==> config.mk <==
export PLATFORM = sky130hd
export DESIGN_NAME = prom_fetch_sequencer
export DESIGN_NICKNAME = d
export VERILOG_FILES = /design/src/rtl/prom_fetch_sequencer.sv
export SDC_FILE = /design/constraint.sdc
export NUM_CORES = 1
export LEC_CHECK = 0
export CAP_MARGIN = 20
export CELL_PAD_IN_SITES_DETAIL_PLACEMENT = 1
export CELL_PAD_IN_SITES_GLOBAL_PLACEMENT = 1
export CORE_MARGIN = 2
export CORE_UTILIZATION = 41
export CTS_BUF_LIST = sky130_fd_sc_hd__clkbuf_16
export DETAILED_ROUTE_END_ITERATION = 7
export GPL_TIMING_DRIVEN = 0
export PLACE_DENSITY_LB_ADDON = 0.1
export SETUP_SLACK_MARGIN = 0.02
export SLEW_MARGIN = 20
export SYNTH_ARGS = -nofsm -noshare
export SYNTH_HDL_FRONTEND = slang
export SYNTH_SLANG_ARGS = --single-unit
export TNS_END_PERCENT = 100
==> constraint.sdc <==
create_clock -name CLK_ip -period 3.19 [get_ports CLK_ip]
set_input_delay 0.638 -clock CLK_ip [delete_from_list [all_inputs] [get_ports CLK_ip]]
set_output_delay 0.638 -clock CLK_ip [all_outputs]
set_load 0.005 [all_outputs]
==> src/rtl/prom_fetch_sequencer.sv <==
// Instruction-fetch sequencer for the TRSQ8 program ROM.
// Owns the fetch address (FA) and presents one instruction per cycle to the decoder.
// Jump/call/return redirects and a single vectored interrupt are handled here,
// backed by a small hardware return stack.
// Handshake: there is no backpressure toward the ROM. INSTR_op/PC_op are meaningful
// only while INSTR_VALID_op=1. The decoder's redirect inputs are taken only in a
// cycle where INSTR_VALID_op=1 and STALL_ip=0; otherwise they are dropped, not queued.
module prom_fetch_sequencer #(
    parameter int                ADDR_W      = 13,
    parameter int                DATA_W      = 15,
    parameter int                STACK_DEPTH = 8,
    parameter logic [ADDR_W-1:0] RESET_VEC   = 13'd0,
    parameter logic [ADDR_W-1:0] IRQ_VEC     = 13'd4
) (
    input  logic              CLK_ip,
    input  logic              RST_ip,
    output logic [ADDR_W-1:0] PROM_ADDR_op,
    input  logic [DATA_W-1:0] PROM_DATA_ip,
    input  logic              STALL_ip,
    input  logic              JUMP_ip,
    input  logic              CALL_ip,
    input  logic              RET_ip,
    input  logic              RETI_ip,
    input  logic [ADDR_W-1:0] TARGET_ip,
    input  logic              IRQ_ip,
    input  logic              INT_EN_ip,
    output logic [DATA_W-1:0] INSTR_op,
    output logic              INSTR_VALID_op,
    output logic [ADDR_W-1:0] PC_op,
    output logic              IRQ_ACK_op,
    output logic              STACK_ERR_op
);

    // SP counts 0..STACK_DEPTH, so it needs one more code than the entry index.
    localparam int SP_W  = $clog2(STACK_DEPTH + 1);
    localparam int IDX_W = (STACK_DEPTH > 1) ? $clog2(STACK_DEPTH) : 1;

    logic [ADDR_W-1:0] fa_q;
    logic [ADDR_W-1:0] pc_q;
    logic [DATA_W-1:0] instr_q;
    logic              valid_q;
    logic              in_isr_q;
    logic              ack_q;
    logic              err_q;
    logic [SP_W-1:0]   sp_q;
    logic [ADDR_W-1:0] stack_q [STACK_DEPTH];

    logic              do_ret;
    logic              do_call;
    logic              do_jump;
    logic              do_irq;
    logic              stack_full;
    logic              stack_empty;
    logic [IDX_W-1:0]  push_idx;
    logic [IDX_W-1:0]  pop_idx;

    // Redirect priority decode (RETI/RET > CALL > JUMP) and interrupt qualification.
    always_comb begin
        do_ret      = valid_q & (RETI_ip | RET_ip);
        do_call     = valid_q & CALL_ip & ~(RETI_ip | RET_ip);
        do_jump     = valid_q & JUMP_ip & ~(RETI_ip | RET_ip | CALL_ip);
        // A taken redirect wins over the interrupt; the IRQ is simply looked at again next cycle.
        do_irq      = IRQ_ip & INT_EN_ip & ~in_isr_q & ~(do_ret | do_call | do_jump);
        stack_full  = (sp_q == SP_W'(STACK_DEPTH));
        stack_empty = (sp_q == '0);
        push_idx    = IDX_W'(sp_q);
        pop_idx     = IDX_W'(sp_q - SP_W'(1));
    end

    // Sequencer state: fetch address, decode-stage registers, return stack and flags.
    always_ff @(posedge CLK_ip) begin
        if (RST_ip) begin
            fa_q     <= RESET_VEC;
            pc_q     <= '0;
            instr_q  <= '0;
            valid_q  <= 1'b0;
            in_isr_q <= 1'b0;
            ack_q    <= 1'b0;
            err_q    <= 1'b0;
            sp_q     <= '0;
        end else if (STALL_ip) begin
            ack_q <= 1'b0;
        end else begin
            // The word at FA always moves to the decoder; redirects only squash its valid bit.
            instr_q <= PROM_DATA_ip;
            pc_q    <= fa_q;
            ack_q   <= 1'b0;
            valid_q <= 1'b0;
            if (do_ret) begin
                if (stack_empty) begin
                    fa_q  <= RESET_VEC;
                    err_q <= 1'b1;
                end else begin
                    fa_q <= stack_q[pop_idx];
                    sp_q <= sp_q - SP_W'(1);
                end
                if (RETI_ip) begin
                    in_isr_q <= 1'b0;
                end
            end else if (do_call) begin
                if (stack_full) begin
                    err_q <= 1'b1;
                end else begin
                    stack_q[push_idx] <= pc_q + ADDR_W'(1);
                    sp_q              <= sp_q + SP_W'(1);
                end
                fa_q <= TARGET_ip;
            end else if (do_jump) begin
                fa_q <= TARGET_ip;
            end else if (do_irq) begin
                // The word being fetched is squashed, so its address is the return point.
                if (stack_full) begin
                    err_q <= 1'b1;
                end else begin
                    stack_q[push_idx] <= fa_q;
                    sp_q              <= sp_q + SP_W'(1);
                end
                fa_q     <= IRQ_VEC;
                in_isr_q <= 1'b1;
                ack_q    <= 1'b1;
            end else begin
                fa_q    <= fa_q + ADDR_W'(1);
                valid_q <= 1'b1;
            end
        end
    end

    assign PROM_ADDR_op   = fa_q;
    assign INSTR_op       = instr_q;
    assign INSTR_VALID_op = valid_q;
    assign PC_op          = pc_q;
    assign IRQ_ACK_op     = ack_q;
    assign STACK_ERR_op   = err_q;

endmodule

# --- After elaboration in Yosys (flattened, before gate mapping) ---
# Memory sizes are Yosys's and may differ from the RTL's.
# Index checks and enable logic that the tools add are counted.
word_totals:
  reg_bits: 49
  mem_bits_rw: 104
  input_bits: 37
  output_inout_bits: 44
  word_cells: 86
  n_memories: 1
mem_list:
  columns: ["name", "depth", "width", "rd", "rd_clocked_by_memory_dff", "write_ports", "line_no", "rtl"]
  rows:
  - ["stack_q", 8, 13, 1, 0, 1, "46", "logic [ADDR_W-1:0] stack_q [STACK_DEPTH];"]
classes:
  add_sub_neg: 4
  n_eq_ne: 7
  mux: 41
  bitwise: 18
  n_reduce_logical: 7
ops:
  columns: ["cell", "n"]
  rows:
  - ["$mux W13", 6]
  - ["$mux W1", 29]
  - ["$add A13 B1 Y13 const B", 2]
  - ["$mux W4", 6]
  - ["$and A1 B1 Y1", 8]
  - ["$ne A2 B2 Y1 const B", 4]
  - ["$reduce_and A4 Y1", 2]
  - ["$not A1 Y1", 5]
  - ["$or A1 B1 Y1", 5]
  - ["$reduce_and A5 Y1", 1]
  - ["$reduce_or A5 Y1", 1]
  - ["$add A4 B1 Y4 const B", 1]
  - ["$eq A4 B4 Y1 const B", 1]
  - ["$logic_not A4 Y1", 1]
  - ["$sub A4 B1 Y4 const B", 1]
  - ["$ne A3 B3 Y1 const B", 1]
  - ["$reduce_bool A3 Y1", 1]
  - ["$ne A2 B1 Y1 const B", 1]
  - ["$reduce_bool A2 Y1", 1]

# --- Logic depth before layout (Yosys ltp) ---
logic_depth:
  ltp_word: 15
  depth_mapped: 11

# --- Worst setup path after synthesis ---
# Ideal clock, no wire load.
synth_path:
  kind: "register to register"
  start: "reg sp_q[0]"
  end: "mem stack_q[1][0], enable pin"
  setup_time_ps: 400
  arrival_time_ps: 2633
  required_ps: 2790
  setup_slack_ps: 158
  stages_incl_launch_ff: 10
  path_buffers: 2
  synth_period_minus_slack_ps: 3032
  cell_sequence: "dfxtp_1 -> buf_4 -> buf_6 -> clkinv_1 -> ha_1 -> or2b_2 -> o21ai_0 -> a21oi_1 -> nand2_1 -> nor3_1"
synth_via:
  elab_chain_cells: 10
  elab_cells_between_ends: 15
  cone_classes: "eq/ne: 1; mux: 13; bitwise: 1"
synth_lines:
  columns: ["element", "line_no", "rtl"]
  rows:
  - ["start: declaration", "45", "logic [SP_W-1:0] sp_q;"]
  - ["start signal: assignment", "95", "sp_q <= sp_q - SP_W'(1);"]
  - ["start signal: assignment", "105", "sp_q <= sp_q + SP_W'(1);"]
  - ["start signal: assignment", "116", "sp_q <= sp_q + SP_W'(1);"]
  - ["$eq A4 B4 Y1", "64", "stack_full = (sp_q == SP_W'(STACK_DEPTH));"]
  - ["$mux W1", "101, 112", null]
  - ["$mux W1", "110", "end else if (do_irq) begin"]
  - ["$mux W1", "108", "end else if (do_jump) begin"]
  - ["$mux W1", "100", "end else if (do_call) begin"]
  - ["$mux W1", "89", "if (do_ret) begin"]
  - ["$mux W1", "81", "end else if (STALL_ip) begin"]
  - ["$mux W1", "72", "if (RST_ip) begin"]
  - ["$mux W1 (not written as such)", "115", "stack_q[push_idx] <= fa_q;"]
  - ["$or A1 B1 Y1 (no source line)", null, null]
  - ["end: declaration", "46", null]
# Parallel ways exist; a longest one is shown, timed or not.

# --- Worst setup path after layout ---
layout_path:
  start: "reg sp_q[0]"
  end: "reg fa_q[3] (netlist: PROM_ADDR_op[3])"
layout_via:
  elab_chain_cells: 4
  elab_cells_between_ends: 5
  cone_classes: "add/sub: 1; mux: 2; reduce/logical: 1; memory: 1"
layout_lines:
  columns: ["element", "line_no", "rtl"]
  rows:
  - ["$sub A4 B1 Y4", null, null]
  - ["$mem_v2 Z8 W13", null, null]
  - ["$mux W13 (*)", "90", "if (stack_empty) begin"]
  - ["$mux W13 (*)", "89", null]
  - ["end signal: assignment", "94", "fa_q <= stack_q[pop_idx];"]
  - ["end signal: assignment", "107", "fa_q <= TARGET_ip;"]
  - ["end signal: assignment", "109", "fa_q <= TARGET_ip;"]
  - ["end: declaration", "38", "logic [ADDR_W-1:0] fa_q;"]
# Mark *: on every way between the ends. The rest lies on a longest branch, timed or not.
# A chain may end at the register's enable or synchronous reset.

==> reports/metrics.yaml <==
clock_tree:
  clk_pin_slew_worst_paths_ns: 0.07
  cts-buffers-inserted: 17
  clock_sinks: 153
  holdBufCountCts: 0
  htreeDepth: 4
  clock_path_buffers: 2
  clk_latency_ns: 0.43
  cts_tree: "done"
  cts_root_buf: "clkbuf_16"
worst_setup_path:
  cp_num_cells: 10
  startpoint_type: "flip-flop"
  r2r_cells: 10
  rr_startpoint: "sp_q[0]"
  worst_path_dominant_cell_family: "multiplexers"
  path_cells: "buf_4 -> buf_8 -> clkinv_2 -> ha_2 -> xor2_2 -> buf_6 -> mux4_1 -> mux2i_2 -> o221ai_1 -> and2_1"
  setup.worst_path.end_class: "flip-flop"
  r2r_setup_slack_ns: 0.18
  critPathSlowestCell: "mux4_1"
  cp_max_fo: 10
  endpoint: "PROM_ADDR_op[3]"
  critPathKind: "reg -> reg"
  critPathBufInv: 4
  crit_required_ns: 3.51
  crit_start: "sp_q[0]"
  slowest_delay_ns: 0.58
  worstPathArrival_ns: 3.33
  worst_r2r_endpoint: "PROM_ADDR_op[3]"
logic_synthesis:
  synth_fp_nets: 550
  synthTopCellsByArea: "edfxtp_1 46%, dfxtp_1 14%, mux4_2 7.7%"
  synth_cell_types: 59
  syn_inst: 509
  avgSynthCellArea_um2: 13.3
  synthArstFlopShare: 0
  synth_edf_count: 104
  yosys.area.top_type: "edfxtp_1"
  synthesis.area_um2: 6770
  seq_area_frac_synth: 0.606
  synth_seq_cells: 153
  synth_top_area_frac: 0.461
  ys_warn_count: 0
  synth_flop_cell: "edfxtp_1"
global_route:
  grt_pass1_vias: 4901
  grt_first_pass_wirelength_um: 30000
  grt_max_degree: 17
  track_usage: 0.232
  antenna_found_initial: 0
  grt_overflow: 0
floorplanning:
  pin_count: 81
  coreArea_um2: 16000
  rows: 46
  fp.dieArea_um2: 17600
  die-width_um: 133
  die_h_um: 133
  start_util: 0.423
final_layout:
  fill_cells: 1639
  drive_gt1_frac: 0.181
  multi_input_area_um2: 2500
  final_cells: 846
  num_antenna_cells: 0
  synthToLayoutAreaGrowth_pct: 27.0
  seq_area_um2: 4100
  fin_nets: 658
timing:
  tightest_slew_ns: 0.776
  rsz0062_at_grt: "no"
  slew_headroom: 0.468
  drv_slew: 0
  finalSetupViolCount: 0
  hold_viol: 0
  max_freq_ghz: 0.332
  fin_crit_ns: 3.01
  fin_setup_tns_ns: 0
  fin_skew_ns: 0.00941
  timing.final.ws_setup_ns: 0.182
  fin_crit_sh: 0.943
  hold_ws_ns: 0.478
routing:
  num_vias: 4730
  viasPerCell: 5.59
  routedWlPerCell_um: 23.1
  routed_wl_um: 19500
  ant_nets: 0
  drtIter0Drc: 360
  drt_first_pass_iters: 4
  route.detailed.drc: 0
pwr:
  p_leak_nw: 2.90
  cellPowerDensity_nw_per_um2: 543
  max-vdd-ir-drop_uv: 411
placement:
  dpl_worst_slack_ns: -0.475
  place_congestion: 0.828
  port_buffers: 78
  dp_hpwl_um: 13800
  dpl.cell_count: 811
min_path:
  hold_path_class: "reg -> reg"
  timing.hold.worst.start: "STACK_ERR_op"
status:
  outcome: "completed"
run:
  cap_violations: 0
## synth_stat cells (2+ instances only)
cell type,n
mux4_1,3
nor2_1,63
dfxtp_1,49
and2_1,2
clkbuf_1,11
mux4_2,23
a31oi_1,3
edfxtp_1,104
nand4_1,4
o211ai_1,3
clkbuf_8,7
a311oi_1,2
mux2i_1,31
xnor2_1,19
nand3_1,10
a221oi_1,9
and4_1,2
mux2_2,2
nor3b_1,2
o21ai_0,14
buf_2,3
o31a_1,3
o31ai_1,2
a21oi_1,19
a211oi_1,4
a21o_1,4
buf_6,4
xor2_1,3
nor4_1,3
or3_1,4
nor3_1,15
ha_1,4
inv_1,16
nor2b_1,2
a41oi_1,2
nand2_1,34
a211o_1,2
## power by group
group / leakage, nW / switching, W / internal, W / total, W
Sequential: 1.34 / 0.0000460 / 0.00215 / 0.00220
Clock: 0.271 / 0.000873 / 0.00101 / 0.00188
Combinational: 1.28 / 0.000300 / 0.000290 / 0.000591
Total: 2.90 / 0.00122 / 0.00346 / 0.00467
## through the flow
step,cell area [um^2],util,total power (W)
detailed placement,7930,0.496,0.00281
floorplan,6770,-,0.00257
CTS,8560,0.535,0.00469
global route,8600,0.538,0.00483
finish,8600,0.538,0.00467
global placement,7820,0.489,0.00280
## worst min path at each step
stage	depth (start not counted)	end	slack [ns]
3_3_place_gp	2	in_isr_q	0.47
3_5_place_dp	2	STACK_ERR_op	0.47
5_1_grt	2	INSTR_op[11]	0.53
4_1_cts	2	STACK_ERR_op	0.49
2_1_floorplan	2	in_isr_q	0.45
6_report	2	STACK_ERR_op	0.48
## sequential cells by signal (all words and copies together) (netlist names)
| signal | count |
|---|---|
| stack_q | 104 |
| INSTR_op | 15 |
| PC_op | 13 |
| PROM_ADDR_op | 13 |
| sp_q | 4 |
| INSTR_VALID_op | 1 |
| IRQ_ACK_op | 1 |
| STACK_ERR_op | 1 |
| in_isr_q | 1 |
## per-layer routing
metal / part of all wire / track usage
met5: 0 / 0
met4: 0.027 / 0.0926
met3: 0.043 / 0.0448
met2: 0.50 / 0.380
met1: 0.43 / 0.305
## layout make-up
class | count | area share
Multi-Input combinational cell | 312 | 0.291
Tap cell | 216 | 0.0314
Clock inverter | 15 | 0.0144
Timing Repair Buffer | 89 | 0.103
Inverter | 17 | 0.00756
Clock buffer | 17 | 0.0495
Sequential cell | 153 | 0.477
Buffer | 27 | 0.0255
## worst min-delay path, delay by kind of cell, from the launching register on
| family | cells | cell delay [ns] |
|---|---|---|
| compound gates | 1 | 0.05 |
| flops | 1 | 0.33 |
| simple gates | 1 | 0.07 |
## layout by cell type (no fill, tap or decap), types with 8 or more instances in the layout
cell,count
edfxtp_1,104
clkdlybuf4s50_1,78
nor2_1,56
dfxtp_1,49
nand2_1,34
mux2i_1,30
mux4_2,23
inv_1,18
xnor2_1,18
clkbuf_16,17
a21oi_1,15
nor3_1,13
nand3_1,10
a221oi_1,9
buf_6,8
clkbuf_1,8
nor2_2,8
o21ai_2,8
## logic make-up after synthesis
family / synth area share
xor gates and xnor gates: 0.0309
muxes: 0.137
buffers and inverters: 0.0403
adders and majority gates: 0.00739
DFF: 0.606
AOI/OAI and AO/OA: 0.0747
and+or+nand+nor: 0.103
## timing repair
action | 4_1_cts | 5_1_grt
gates resized for setup | 22 | 11
setup buffers | 2 | 1
setup endpoints to repair | 129 | 139
pin swaps | 2 | 1
No activity file was read; power rests on OpenSTA's default activity.
